===== config.mk =====
export PLATFORM = sky130hd
export DESIGN_NAME = shift_register_sipo_rx
export DESIGN_NICKNAME = d
export VERILOG_FILES = /design/src/rtl/shift_register_sipo_rx.sv
export SDC_FILE = /design/constraint.sdc
export NUM_CORES = 1
export LEC_CHECK = 0
export ABC_AREA = 1
export BUFFER_PORTS_ARGS = -buffer_cell sky130_fd_sc_hd__buf_2
export CORE_MARGIN = 4
export CORE_UTILIZATION = 51
export DETAILED_ROUTE_END_ITERATION = 8
export GPL_ROUTABILITY_DRIVEN = 0
export GPL_TIMING_DRIVEN = 0
export HOLD_SLACK_MARGIN = 0.1
export PLACE_DENSITY = 0.74
export REMOVE_ABC_BUFFERS = 1
export SYNTH_ARGS = -nofsm -noshare
export SYNTH_HDL_FRONTEND = slang
export SYNTH_SLANG_ARGS = --single-unit

===== constraint.sdc =====
create_clock -name clk -period 1.38 [get_ports clk]
set_clock_uncertainty 0.1 [all_clocks]
set_input_delay 0.207 -clock clk [delete_from_list [all_inputs] [get_ports clk]]
set_output_delay 0.207 -clock clk [all_outputs]
set_load 0.02 [all_outputs]

===== src/rtl/shift_register_sipo_rx.sv =====
// shift_register_sipo_rx: MSB-first serial frame receiver with even-parity check and valid/ready word output
module shift_register_sipo_rx #(
    parameter int WIDTH     = 4,
    parameter int PARITY_EN = 1
) (
    input  logic             clk,
    input  logic             reset_n,
    input  logic             serial_en,
    input  logic             serial_in,
    input  logic             out_ready,
    input  logic             clear_err,
    output logic [WIDTH-1:0] parallel_out,
    output logic             out_valid,
    output logic             parity_err,
    output logic             overrun
);
    localparam int CW = $clog2(WIDTH + 1);

    typedef enum logic [1:0] {IDLE, DATA, PARITY} state_t;

    state_t           state_q, state_d;
    logic [WIDTH-1:0] shift_q, shift_d;
    logic [WIDTH-1:0] par_q, par_d;
    logic [CW-1:0]    cnt_q, cnt_d;
    logic             valid_q, valid_d;
    logic             perr_q, perr_d;
    logic             ovr_q, ovr_d;
    logic [WIDTH-1:0] shift_in;
    logic [WIDTH-1:0] word_in;
    logic             shifting, last_bit, commit, load, perr_in;

    // FSM state register
    always_ff @(posedge clk) begin
        if (!reset_n) state_q <= IDLE;
        else          state_q <= state_d;
    end

    // Frame sequencing: start bit, WIDTH data bits, optional parity bit
    always_comb begin
        state_d = state_q;
        if (serial_en) begin
            unique case (state_q)
                IDLE:    state_d = serial_in ? DATA : IDLE;
                DATA:    state_d = (cnt_q == CW'(WIDTH - 1)) ? ((PARITY_EN != 0) ? PARITY : IDLE) : DATA;
                PARITY:  state_d = IDLE;
                default: state_d = IDLE;
            endcase
        end
    end

    // Shift/count datapath and output handshake; a commit into a stalled full slot is dropped as overrun
    always_comb begin
        shift_in = {shift_q[WIDTH-2:0], serial_in};
        shifting = serial_en && (state_q == DATA);
        last_bit = shifting && (cnt_q == CW'(WIDTH - 1));
        commit   = (last_bit && (PARITY_EN == 0)) || (serial_en && (state_q == PARITY));
        word_in  = (state_q == DATA) ? shift_in : shift_q;
        perr_in  = (state_q == PARITY) && ((^shift_q) ^ serial_in);
        load     = commit && (!valid_q || out_ready);
        shift_d  = shifting ? shift_in : shift_q;
        cnt_d    = !shifting ? cnt_q : (last_bit ? '0 : cnt_q + 1'b1);
        valid_d  = load || (valid_q && !out_ready);
        par_d    = load ? word_in : par_q;
        perr_d   = load ? perr_in : perr_q;
        ovr_d    = (commit && valid_q && !out_ready) || (ovr_q && !clear_err);
    end

    // Datapath and output registers
    always_ff @(posedge clk) begin
        if (!reset_n) begin
            shift_q <= '0;
            cnt_q   <= '0;
            par_q   <= '0;
            valid_q <= 1'b0;
            perr_q  <= 1'b0;
            ovr_q   <= 1'b0;
        end else begin
            shift_q <= shift_d;
            cnt_q   <= cnt_d;
            par_q   <= par_d;
            valid_q <= valid_d;
            perr_q  <= perr_d;
            ovr_q   <= ovr_d;
        end
    end

    assign parallel_out = par_q;
    assign out_valid    = valid_q;
    assign parity_err   = perr_q;
    assign overrun      = ovr_q;
endmodule


# After elaboration in Yosys (flattened, before gate mapping)
# Cells that the tools add are included.
# word_totals
reg_bits,16
in_bits,6
output_inout_bits,7
# classes
n_bitwise,1
n_mux,5
n_reduce_logical,17
n_eq_ne,3
addsub,1
# op_table
op,count
$logic_and 1x1->1,9
$mux 4,1
$pmux 2 s2,1
$reduce_xor 4->1,1
$add 3x1->3 const B,1
$eq 3x2->1 const B,1
$logic_not 1->1,3
$logic_or 1x1->1,3
$mux 3,1
$eq 2x1->1 const B,1
$eq 2x2->1 const B,1
$logic_not 2->1,1
$mux 2,1
$mux 1,1
$xor 1x1->1,1

# Logic depth before layout (Yosys ltp)
# logic_depth
ltp_word,5
ltp_mapped,8
depth_no_buf,8

# Worst setup path after synthesis
# No wires, ideal clock.
# synth_path
path_kind,reg2reg
startpoint,reg valid_q (netlist: out_valid)
endpoint,reg perr_q (netlist: parity_err)
t_arrival_ns,0.989
setup_time_ns,0.109
required_ns,1.171
slack_ns,0.182
stages_incl_launch_ff,8
period_less_slack_ns,1.198
cell_sequence,dfxtp_1 -> inv_1 -> nor2_1 -> nor2_4 -> nor2_2 -> nor2_2 -> nand2_1 -> inv_1
# synth_via
elab_chain_len,3
# synth_lines
element,line_no,text
"start, declared",25,"logic valid_q, valid_d;"
"start signal, assigned",81,valid_q <= valid_d;
$logic_not 1->1,59,load = commit && (!valid_q || out_ready);
$logic_or 1x1->1,59,
$logic_and 1x1->1,59,
"end signal, assigned",82,perr_q <= perr_d;
"end, declared",26,"logic perr_q, perr_d;"
# No other way between the ends.
# A chain may end at the register's enable or synchronous reset.

# Final worst setup path
# layout_path
startpoint,reg state_q[0]
endpoint,reg par_q[3] (netlist: parallel_out[3])
# layout_via
elab_chain_len,3
# layout_lines
element,line_no,text
"start, declared",21,"state_t state_q, state_d;"
"start signal, assigned",35,else state_q <= state_d;
$eq 2x2->1,56,commit = (last_bit && (PARITY_EN == 0)) || (serial_en && (state_q == PARITY));
$logic_and 1x1->1,56,
$logic_and 1x1->1,59,
"end signal, assigned",80,par_q <= par_d;
"end, declared",23,"logic [WIDTH-1:0] par_q, par_d;"
# Several ways; a longest one is shown, not always the timed one.

==> results.txt <==
The run finished with clean final reports. The remaining global-route overflow came out at 0. The detail route stage leaves a number of antenna-violating nets equal to 0. In the final layout, the multi-input gates occupy 339 µm². The run gives 553 as the number of global-route vias before repair.

The worst-margin pin slew is 0.288 ns, and the synthesis-to-layout area growth is 16.6%. For the number of design rule violations left after detail routing, the log shows 0. The number of antenna violations at the first check in global routing was 0; the total of warnings raised by yosys was 0. For the clock sink count, the log shows 16. Synthesis produced a netlist whose cell count is 103.

Leaving out fill and tap cells, the most frequent cells in the layout are sky130_fd_sc_hd__nand2_1 (18), sky130_fd_sc_hd__dfxtp_1 (16), sky130_fd_sc_hd__inv_1 (14). The cell sitting at the root of the clock tree is a sky130_fd_sc_hd__clkbuf_4. The clock latency on the worst-skew pair is 0.28 ns.

The maximum number of buffers from clock root to sink is 2, and the register area is 320 µm². The pre-antenna-repair detailed-routing pass consisted of 4 iterations. The die is 45.7 µm tall. 0 antenna diodes ended up in the layout. The logs give 3 for the CTS buffer count and 724 µm² for the cell area after technology mapping. The sequential area share after synthesis was 44.2%. The count of buffers from port buffering was 12. After synthesis, the cell types taking the most area are sky130_fd_sc_hd__dfxtp_1 (44%), sky130_fd_sc_hd__nand2_1 (9.3%), sky130_fd_sc_hd__o21ai_0 (9.0%). Of all nets on the critical path, the largest fanout is 7. Static timing analysis puts the maximum clock frequency at 852 MHz. Count of buffers added by post-CTS timing repair for setup: 0.

After synthesis, the mean cell area works out to 7.03 µm². The sum of net half-perimeters after detailed placement came out at 961 µm. The clock slew seen by the registers of the worst setup and hold paths was 0.09 ns. The library cell used most frequently in the layout, excluding fill and tap cells, is sky130_fd_sc_hd__nand2_1. TritonCTS built the clock tree. The overall global routing resource usage is 13.9%. The final-report hold violation count was 0; the critical path data arrival time was 1.25 ns.

In this run the standard cell core region covers 1320 µm². STA puts the critical path data required time at 1.46 ns. Pin placement for this block handled 13 I/O pins. The total number of vias is 647, and the relative slew slack is 80.7%. The total number of H-tree levels is 1, and the maximum number of pins on one net before global-route repair is 13.

The ratio of routed vias to standard cells works out to 4.86. The worst IR drop on VDD is 0.000899 V, and the first-pass GRT wire length is 2080 µm. Setup repair after global routing left no endpoint under its margin.

The tools report the final max-slew violation count as 0. For the total wire length, the log shows 1300 µm. The initial core utilization is 55.0%, and the number of storage elements in the synthesis netlist is 16. Adding up every negative setup slack in the final design gives 0 ns. The worst path uses 85.1% of the clock period.

The run gives 0 as the number of maximum-capacitance constraint violations. Setup violations remaining at the end of the flow were counted as 0. Of the post-synthesis cell area, the dominant cell type holds 44.2%. The die covers 2090 µm². The critical setup path kind was reg -> reg. The routed design could run at a clock period as short as 1.17 ns. The worst setup path is captured at a flop. The average detailed-routed wire length per instance was 9.78 µm; the initial DRC count was 15. The power after layout was 0.853 mW.

The floorplan has 13 rows. The worst setup path is launched from a flop. Summed over all cells, the static leakage comes to 0.411 nW. Largest area contributor in the synthesized netlist: sky130_fd_sc_hd__dfxtp_1. The filler cells instantiated in the layout total 131. The path class of the tightest hold or removal check is in -> reg. From left edge to right edge, the die measures 45.7 µm.

Power spread over the standard cell area amounts to 1010 nW/µm². The layout cell share with drive strength beyond 1 is 21.2%, and the number of nets in the finished design is 126. For the count of distinct cell types in the synthesized netlist, the log shows 16.
-- cell type report --
type	count	area share [%]
Multi-Input combinational cell	69	40.1
Sequential cell	16	37.9
Timing Repair Buffer	13	8.30
Inverter	16	7.11
Clock buffer	4	4.30
Tap cell	15	2.22
-- per-stage QoR --
step	util [%]	cell area (µm²)	cells	worst slack, ns	hold slack (ns)
CTS	63.7	840	133	0.105	0.136
global route	64.1	845	133	0.0826	0.145
global placement	60.2	793	128	0.130	0.342
detailed placement	60.2	793	128	0.124	0.347
finish	64.1	845	133	0.206	0.140
floorplan	-	714	101	0.182	0.236
-- what timing repair did --
item                       CTS  global route
setup endpoints to repair    0             4
hold endpoints to repair     1             0
hold buffers                 1             0
resized for setup            0             1
-- worst max-delay path: stages (launching register included) --
cell and delay, ns:
sky130_fd_sc_hd__dfxtp_1 0.38, sky130_fd_sc_hd__nor2_2 0.13, sky130_fd_sc_hd__nand2_2 0.07, sky130_fd_sc_hd__nor2_4 0.18, sky130_fd_sc_hd__inv_2 0.07, sky130_fd_sc_hd__nor2_1 0.09, sky130_fd_sc_hd__nor2_1 0.05
-- routing by layer --
layer,wire length [µm],GRT usage (%)
met4,29,10.2
met2,539,20.3
met5,0,0
met1,668,18.0
met3,64,2.37
-- final timing paths --
kind	slack (ns)	end	depth (start not counted)	from
setup / recovery	0.21	parallel_out[3]$_SDFFE_PN0P_	6	state_q[0]$_SDFFE_PN0P_
hold / removal	0.14	overrun$_SDFF_PN0_	4	out_ready
setup reg to reg	0.21	parallel_out[3]$_SDFFE_PN0P_	6	state_q[0]$_SDFFE_PN0P_
hold reg to reg	0.36	cnt_q[2]$_SDFFE_PN0P_	2	cnt_q[2]$_SDFFE_PN0P_
-- registers in the layout, indices dropped and copies added, names as in the netlist --
name and count:
parallel_out 4, shift_q 4, cnt_q 3, state_q 2, out_valid 1, overrun 1
parity_err 1
-- where the power goes --
| group | leakage [nW] | switching (mW) | total (mW) | internal [mW] |
|---|---|---|---|---|
| Clock | 0.0210 | 0.140 | 0.301 | 0.161 |
| Combinational | 0.260 | 0.0419 | 0.0692 | 0.0273 |
| Sequential | 0.130 | 0.0114 | 0.483 | 0.472 |
-- logic make-up after synthesis --
group | after synthesis | share of synthesized area, %
fa+ha+maj | 1 | 1.73
xor+xnor | 1 | 1.21
buf+inv | 18 | 9.67
simple gates | 45 | 28.0
flops | 16 | 44.2
compound gates | 22 | 15.2
-- synth_stat cells, drive strengths merged --
cell type  count
nor3b          1
nand2         20
buf            2
xnor2          1
o21ai         13
nor2          17
nand4          1
a21oi          9
inv           16
dfxtp         16
ha             1
nand3          6
Note: power is estimated with default switching activity, not from simulation.
